$ cat src/rtl/dac_pkg.sv
// Shared types and constants for the DAC SPI output stage.
// No logic here: frame widths, the DAC config nibble layout and the FSM state encoding.
// Also holds the helper that builds a 16-bit DAC write frame from config bits and a sample.
package dac_pkg;

  localparam int SAMPLE_W       = 12;
  localparam int DAC_FRAME_BITS = 16;
  // Two SCLK toggles per frame bit.
  localparam int HALF_PERIODS   = 2 * DAC_FRAME_BITS;

  // Upper nibble of an MCP4921 write word. "buf" is a reserved word, hence buf_en.
  typedef struct packed {
    logic ab;
    logic buf_en;
    logic ga_n;
    logic shdn_n;
  } dac_cfg_t;

  typedef enum logic [2:0] {
    IDLE,
    LOAD,
    SHIFT,
    CS_HOLD,
    LATCH
  } dac_state_t;

  // Samples go out unmodified below the config nibble.
  function automatic logic [DAC_FRAME_BITS-1:0] make_frame(input dac_cfg_t cfg,
                                                           input logic [SAMPLE_W-1:0] sample);
    return {cfg, sample};
  endfunction

endpackage

$ cat src/rtl/sample_fifo.sv
// Purpose: small synchronous FIFO buffering samples ahead of the SPI serialiser.
// Latency: a pushed word is visible on pop_dat (show-ahead) the cycle after the push.
// Backpressure: none upstream; a push while full is ignored unless a pop happens in the same cycle.
// Ports: clk/reset (sync, active high), push/push_dat in, pop in, pop_dat/full/empty/count out.
module sample_fifo #(
  parameter int W     = 12,
  parameter int DEPTH = 4,
  localparam int AW   = $clog2(DEPTH),
  localparam int CW   = AW + 1
) (
  input  logic          clk,
  input  logic          reset,
  input  logic          push,
  input  logic [W-1:0]  push_dat,
  input  logic          pop,
  output logic [W-1:0]  pop_dat,
  output logic          full,
  output logic          empty,
  output logic [CW-1:0] count
);

  logic [W-1:0]  mem [DEPTH];
  logic [AW-1:0] wr_ptr;
  logic [AW-1:0] rd_ptr;
  logic          do_push;
  logic          do_pop;

  assign full    = (count == CW'(DEPTH));
  assign empty   = (count == '0);
  assign do_pop  = pop && !empty;
  // A same-cycle pop frees the slot, so a push into a full FIFO is still taken.
  assign do_push = push && (!full || do_pop);
  assign pop_dat = mem[rd_ptr];

  // Storage needs no reset; only pointers and count define contents.
  always_ff @(posedge clk) begin
    if (do_push) begin
      mem[wr_ptr] <= push_dat;
    end
  end

  always_ff @(posedge clk) begin
    if (reset) begin
      wr_ptr <= '0;
      rd_ptr <= '0;
      count  <= '0;
    end else begin
      if (do_push) begin
        wr_ptr <= wr_ptr + 1'b1;
      end
      if (do_pop) begin
        rd_ptr <= rd_ptr + 1'b1;
      end
      case ({do_push, do_pop})
        2'b10:   count <= count + 1'b1;
        2'b01:   count <= count - 1'b1;
        default: count <= count;
      endcase
    end
  end

endmodule

$ cat src/rtl/dac_spi_tx.sv
// Purpose: buffers 12-bit samples and sends each as a 16-bit SPI write to an MCP4921-class DAC, then pulses LDAC.
// Latency: push into an empty FIFO reaches LOAD 1 cycle later; frame period is 1 + 34*CLK_DIV cycles plus 1 IDLE.
// Backpressure: none; a strobe arriving while the FIFO is full (and not popping) is dropped and sets sticky overflow.
// Ports: clk, reset (sync, active high), valid_in/sample_in strobe, clear_ovf; SPI pins dac_cs_n/dac_sclk/dac_mosi,
//        dac_ldac_n latch strobe; status busy, overflow, fifo_count.
module dac_spi_tx
  import dac_pkg::*;
#(
  parameter int         CLK_DIV    = 4,
  parameter int         FIFO_DEPTH = 4,
  parameter logic [3:0] CFG_BITS   = 4'b0011
) (
  input  logic                          clk,
  input  logic                          reset,
  input  logic                          valid_in,
  input  logic [SAMPLE_W-1:0]           sample_in,
  input  logic                          clear_ovf,
  output logic                          dac_cs_n,
  output logic                          dac_sclk,
  output logic                          dac_mosi,
  output logic                          dac_ldac_n,
  output logic                          busy,
  output logic                          overflow,
  output logic [$clog2(FIFO_DEPTH):0]   fifo_count
);

  localparam int DIV_W = $clog2(CLK_DIV);

  dac_state_t                state;
  logic [DIV_W-1:0]          div_cnt;
  logic [4:0]                half_cnt;
  logic [DAC_FRAME_BITS-1:0] shreg;
  logic                      div_term;

  logic                      fifo_push;
  logic                      fifo_pop;
  logic                      fifo_full;
  logic                      fifo_empty;
  logic [SAMPLE_W-1:0]       fifo_dat;
  logic [DAC_FRAME_BITS-1:0] next_frame;

  assign fifo_pop   = (state == LOAD) && !fifo_empty;
  assign fifo_push  = valid_in && (!fifo_full || fifo_pop);
  assign next_frame = make_frame(dac_cfg_t'(CFG_BITS), fifo_dat);
  assign div_term   = (div_cnt == DIV_W'(CLK_DIV - 1));
  assign busy       = (state != IDLE);

  sample_fifo #(
    .W     (SAMPLE_W),
    .DEPTH (FIFO_DEPTH)
  ) u_fifo (
    .clk      (clk),
    .reset    (reset),
    .push     (fifo_push),
    .push_dat (sample_in),
    .pop      (fifo_pop),
    .pop_dat  (fifo_dat),
    .full     (fifo_full),
    .empty    (fifo_empty),
    .count    (fifo_count)
  );

  // Sticky drop flag; a new drop in the same cycle as clear_ovf keeps it set.
  always_ff @(posedge clk) begin
    if (reset) begin
      overflow <= 1'b0;
    end else if (valid_in && fifo_full && !fifo_pop) begin
      overflow <= 1'b1;
    end else if (clear_ovf) begin
      overflow <= 1'b0;
    end
  end

  always_ff @(posedge clk) begin
    if (reset) begin
      state      <= IDLE;
      dac_cs_n   <= 1'b1;
      dac_sclk   <= 1'b0;
      dac_mosi   <= 1'b0;
      dac_ldac_n <= 1'b1;
      shreg      <= '0;
      div_cnt    <= '0;
      half_cnt   <= '0;
    end else begin
      case (state)
        IDLE: begin
          if (fifo_count != '0) begin
            state <= LOAD;
          end
        end

        LOAD: begin
          shreg    <= next_frame;
          dac_mosi <= next_frame[DAC_FRAME_BITS-1];
          dac_cs_n <= 1'b0;
          div_cnt  <= '0;
          half_cnt <= '0;
          state    <= SHIFT;
        end

        SHIFT: begin
          if (div_term) begin
            div_cnt  <= '0;
            dac_sclk <= ~dac_sclk;
            half_cnt <= half_cnt + 1'b1;
            if (dac_sclk) begin
              // Falling toggle. The last one closes the frame and leaves MOSI on bit 0.
              if (half_cnt == 5'(HALF_PERIODS - 1)) begin
                dac_cs_n <= 1'b1;
                state    <= CS_HOLD;
              end else begin
                // Rotate rather than shift so every register bit stays live.
                shreg    <= {shreg[DAC_FRAME_BITS-2:0], shreg[DAC_FRAME_BITS-1]};
                dac_mosi <= shreg[DAC_FRAME_BITS-2];
              end
            end
          end else begin
            div_cnt <= div_cnt + 1'b1;
          end
        end

        CS_HOLD: begin
          if (div_term) begin
            div_cnt    <= '0;
            dac_ldac_n <= 1'b0;
            state      <= LATCH;
          end else begin
            div_cnt <= div_cnt + 1'b1;
          end
        end

        LATCH: begin
          if (div_term) begin
            div_cnt    <= '0;
            dac_ldac_n <= 1'b1;
            state      <= IDLE;
          end else begin
            div_cnt <= div_cnt + 1'b1;
          end
        end

        default: state <= IDLE;
      endcase
    end
  end

endmodule

$ cat config.mk
export PLATFORM = sky130hd
export DESIGN_NAME = dac_spi_tx
export DESIGN_NICKNAME = d
export VERILOG_FILES = /design/src/rtl/dac_pkg.sv /design/src/rtl/sample_fifo.sv /design/src/rtl/dac_spi_tx.sv
export SDC_FILE = /design/constraint.sdc
export NUM_CORES = 1
export LEC_CHECK = 0
export CAP_MARGIN = 40
export CORE_UTILIZATION = 30
export DETAILED_ROUTE_END_ITERATION = 7
export HOLD_SLACK_MARGIN = 0.1
export PLACE_DENSITY = 0.53
export SYNTH_ARGS = -nofsm -noshare
export SYNTH_HDL_FRONTEND = slang
export SYNTH_HIERARCHICAL = 1
export SYNTH_SLANG_ARGS = --single-unit
$ cat constraint.sdc
create_clock -name clk -period 4.19 [get_ports clk]
set_clock_uncertainty 0.15 [all_clocks]
set_input_delay 0.6285 -clock clk [delete_from_list [all_inputs] [get_ports clk]]
set_output_delay 0.6285 -clock clk [all_outputs]
set_load 0.01 [all_outputs]
After elaboration in Yosys (flattened, before gate mapping). Memories as Yosys holds them, arrays and structs flattened. A register that Yosys moved wholly into a read port is not among the register bits. Cells that the tools add are included.

Add/subtract/negate cells: 6. Multiply operators: 0. Divide/modulo/power cells: 0. Magnitude comparators: 0. Eq/ne operators: 16. Shifts and indexed selects: 0. Mux-type cells: 33. Bitwise logic cells: 1. Reductions and logical operators: 27.

Operator list (number): $mux 16 (3); $pmux 16 s2 (1); $mux 3 (6); $pmux 3 s5 (1); $ne 2x2->1 const B (7); $mux 1 (12); $pmux 5 s2 (1); $reduce_bool 2->1 (5); $reduce_and 4->1 (2); $add 2x1->2 const B (3); $eq 3x2->1 const B (2); $eq 3x3->1 const B (2); $logic_and 1x1->1 (6); $logic_not 3->1 (2); $mux 2 (3); $pmux 1 s2 (3); $pmux 3 s2 (1); $reduce_and 6->1 (1); $reduce_bool 3->1 (2); $add 5x1->5 const B (1); $eq 5x5->1 const B (1); $mux 5 (1); $eq 2x2->1 const B (2); $pmux 2 s2 (1); 10 further kinds (14).

Register bits: 38. Latch bits: 0. Memory bits (writable): 48. Bits in read-only memories: 0. Input port bits: 16. Output and inout port bits: 9. Logic and storage cells: 96. Memories: 1.

Memories: u_fifo.mem (depth 4, bits a word 12, rd ports 1, clocked after memory_dff 1, write ports 1, RTL line sample_fifo.sv:22) `logic [W-1:0] mem [DEPTH];`.

Logic depth before layout (Yosys ltp).
Word-level depth: 8. Mapped depth: 12. Gate-level depth less buffers: 11.

Modules after synthesis. Netlist, hierarchy kept.

Modules (own cells, without submodules): sample_fifo (instances 1, cells an instance 116, area an instance 2245.9 um^2); dac_spi_tx (instances 1, cells an instance 169, area an instance 1524.0 um^2).

Least setup slack after synthesis. OpenSTA, ideal clock, no wires.

Kind: reg-to-reg. Start: register state[0]. End: register u_fifo.count[2]. Arrival: 2.513 ns. Data required time: 3.970 ns. Slack: 1.457 ns. Cell stages (with the launch flop): 13. Path buffers: 1. Cells stage by stage: dfxtp_1 > clkbuf_1 > nand2b_1 > nor3_1 > o21a_1 > a21boi_2 > inv_1 > ha_1 > inv_1 > fa_1 > xor2_1 > or3_2 > a21oi_1.

Cells in the longest elaborated chain, start to end: 7. Elaborated cells between the ends (all ways): 11.

RTL lines: from (decl) (RTL line dac_spi_tx.sv:29) `dac_state_t state;`; from (signal assigned) (RTL line dac_spi_tx.sv:76) `state <= IDLE;`; from (signal assigned) (RTL line dac_spi_tx.sv:88) `state <= LOAD;`; from (signal assigned) (RTL line dac_spi_tx.sv:98) `state <= SHIFT;`; $eq 3x1->1 * (RTL line dac_spi_tx.sv:42) `assign fifo_pop = (state == LOAD) && !fifo_empty;`; $logic_and 1x1->1 * (RTL line dac_spi_tx.sv:42); net fifo_pop (RTL line dac_spi_tx.sv:36) `logic fifo_pop;`; $logic_or 1x1->1 * (RTL line dac_spi_tx.sv:43) `assign fifo_push = valid_in && (!fifo_full || fifo_pop);`; $logic_and 1x1->1 * (RTL line dac_spi_tx.sv:43); net fifo_push (RTL line dac_spi_tx.sv:35) `logic fifo_push;`; $logic_and 1x1->1 * (RTL line sample_fifo.sv:32) `assign do_push = push && (!full || do_pop);`; $eq 2x1->1 / $eq 2x2->1 (equally long branches) (RTL line sample_fifo.sv:54) `case ({do_push, do_pop})`; $pmux 3 s2 / $reduce_bool 2->1 (equally long branches); to (signal assigned) (RTL line sample_fifo.sv:55) `2'b10: count <= count + 1'b1;`; to (signal assigned) (RTL line sample_fifo.sv:56) `2'b01: count <= count - 1'b1;`; to (signal assigned) (RTL line sample_fifo.sv:57) `default: count <= count;`; to (decl) (RTL line sample_fifo.sv:19) `output logic [CW-1:0] count`.

Mark *: on every way through the listed nets, which the timed path passes. The rest lies on a longest branch. A chain may end at the register's enable or synchronous reset.

Worst setup path after layout.
Start: register state[2]. End: register u_fifo.count[2].

The elaborated chain is that of the path after synthesis.

==> impl_metrics.ini <==
[cts]
holdBufCountCts = 0
ctsResizeCount = 0
cts_tree = built
cts_num_sinks = 87
htree_levels = 3
post-cts-setup-buffers = 0
clock-root-buffer = clkbuf_16
clk_pin_slew_ps = 60
numCtsBuffers = 9
clockBufferDepth = 2
clock_latency_ps = 340

[worst_hold_path]
worstHoldStart = half_cnt[4]
hold_class = flop to flop

[placed_design]
pre_cts_slack_ps = 1138
numPortBuffers = 24
dp_hpwl_microns = 4463
place.gp.congestion = 0.7062
placed_cells = 462

[route]
totalWireLength_microns = 6951
via_per_inst = 4.697
wl_per_cell_microns = 14.54
drc_errors = 0
firstDrtPassIters = 4
antenna_left = 0
num_vias = 2245
drtIter0Drc = 147

[sta]
min_period_over_period = 0.7283
slew_violations = 0
hold_viol = 0
post-route-min-period_ps = 3052
fmax_ghz = 0.3277
relSlewSlack = 0.4554
fin_tns_setup_ps = 0
holdWs_ps = 309.4
finalSetupViolations = 0
setup_slack_ps = 1138
rsz0062_at_grt = false
worst_pin_slew_ps = 815.8

[worst_setup_path]
path_max_fanout = 19
worstPathArrival_ps = 3170
path_cells = nand2b_1 > nor3_1 > o21a_1 > a21boi_2 > inv_1 > ha_1 > inv_1 > fa_1 > xor2_1 > or3_2 > a21oi_1
slowest_stage = dfxtp_1
cpMostUsedCell = inv_1
crit_required_ps = 4310
critPathBufInv = 2
crit_path_start_kind = flop
max_stage_delay_ps = 490
cp_top_family = simple AND/OR/NAND/NOR gates
worstSetupEndpointType = flop
startpoint = state[2]
r2r_start = state[2]
worstSetupPathType = flop to flop

[global_routing]
gr-total-overflow = 0
antenna_found_initial = 0
grt_pass1_wl_microns = 11590
grtUsageTotal = 0.1182
grt_pass1_vias = 2206
grt_max_degree = 20

[floorplanning]
initial_core_util = 0.3113
std_cell_rows = 40
design.core.area_sq_um = 12110
die_h_microns = 114.1
fp.dieW_microns = 114.1
die-area_sq_um = 13020
ios = 25

[synthesis]
syn_avg_cell_area_sq_um = 13.23
yosysSeqAreaShare = 0.5894
async_reset_ff_frac = 0
yosysTopAreaCell = edfxtp_1
syn_area_sq_um = 3770
synth.area.top_cells = edfxtp_1, dfxtp_1, mux4_1
synth.top_cell.area_share = 0.3823
synthDistinctLibCells = 47
syn_nets = 310
synth_edf_count = 48
yosys_warnings = 6
netlist_instances = 285
synth-main-ff-cell = edfxtp_1
ys_ff_latch = 87

[finish]
fin_cells = 478
drive_gt1_frac = 0.1161
final_cell_mix = edfxtp_1, dfxtp_1, a21oi_1
fill_cells = 1181
final_common_cell = edfxtp_1
diodes = 0
layout.nets = 330
area_growth_pct = 17.89

[pwr]
leakage_nw = 1.461
ir_drop_v = 0.0003476
p_per_area_nw_per_um2 = 544.4

[run]
cap_violations = 0

[run_status]
outcome = finished clean
-- worst paths after layout --
check / end / slack [ps] / depth (start not counted)
hold / removal: half_cnt[4] / 310 / 2
setup reg to reg: u_fifo/count[2] / 1140 / 11
hold reg to reg: half_cnt[4] / 310 / 2
setup / recovery: u_fifo/count[2] / 1140 / 11
-- synth_stat cells (3+ instances only) --
library cell,n
a211oi_1,14
a21oi_1,26
a311oi_1,4
and2_2,4
buf_2,3
buf_6,5
clkbuf_1,9
dfxtp_1,39
edfxtp_1,48
ha_1,8
inv_1,14
mux2i_1,13
mux4_1,6
mux4_2,6
nand2_1,6
nand2b_1,8
nand3_1,6
nand3b_1,4
nor2_1,15
o21a_1,3
o21ai_0,6
o32ai_1,3
or3_1,3
xor2_1,5
-- cell families (layout without fill, tap and decap cells) --
| family | Yosys count | count (layout) | share of synthesized area |
|---|---|---|---|
| adders and majority gates | 9 | 9 | 0.03186 |
| DFF | 87 | 87 | 0.5894 |
| and+or+nand+nor | 59 | 59 | 0.08796 |
| muxes | 27 | 27 | 0.1191 |
| AOI/OAI and AO/OA | 65 | 65 | 0.1138 |
| buffers and inverters | 32 | 57 | 0.04381 |
| xor gates and xnor gates | 6 | 6 | 0.01394 |
-- where the power goes --
part           switching, mW  leakage [nW]  internal, mW
logic                  0.272         0.559         0.241
registers             0.0917         0.759          1.01
clock network          0.323         0.143         0.482
-- through the flow --
| step | utilization | power [mW] | area [sq um] |
|---|---|---|---|
| after CTS | 0.3669 | 2.454 | 4444 |
| after floorplan | - | 1.512 | 3770 |
| after detailed placement | 0.3420 | 1.638 | 4143 |
| final | 0.3669 | 2.419 | 4444 |
| after global routing | 0.3669 | 2.551 | 4444 |
| after global placement | 0.3408 | 1.624 | 4128 |
-- registers in the layout (all words and copies together), names as in the netlist, named ones only --
name,flops
overflow,1
state,3
u_fifo/wr_ptr,2
dac_cs_n,1
shreg,16
half_cnt,5
u_fifo/mem,48
div_cnt,2
dac_ldac_n,1
u_fifo/rd_ptr,2
u_fifo/count,3
dac_sclk,1
-- worst min-delay path, stage by stage (launching register included) --
cell and delay (ps):
dfxtp_1 310, nand2_1 50, a21oi_1 50
-- layer usage --
metal	vias to the layer above	wire length (microns)	GRT usage
met2	32	3284	0.1871
met5	-	0	0
met1	1087	3326	0.1522
met3	9	257	0.04288
li1	1117	-	-
met4	0	82	0.03377
-- layout make-up --
cell class	count	area, sq um	area share
sequential	87	2222	0.5000
multi-input combinational	166	1388	0.3122
timing repair buffer	27	270.3	0.06081
clock buffer	12	246.5	0.05546
tap	168	210.2	0.04730
clock inverter	4	55.05	0.01239
inverter	14	52.55	0.01182
No activity file was read; power rests on OpenSTA's default activity.
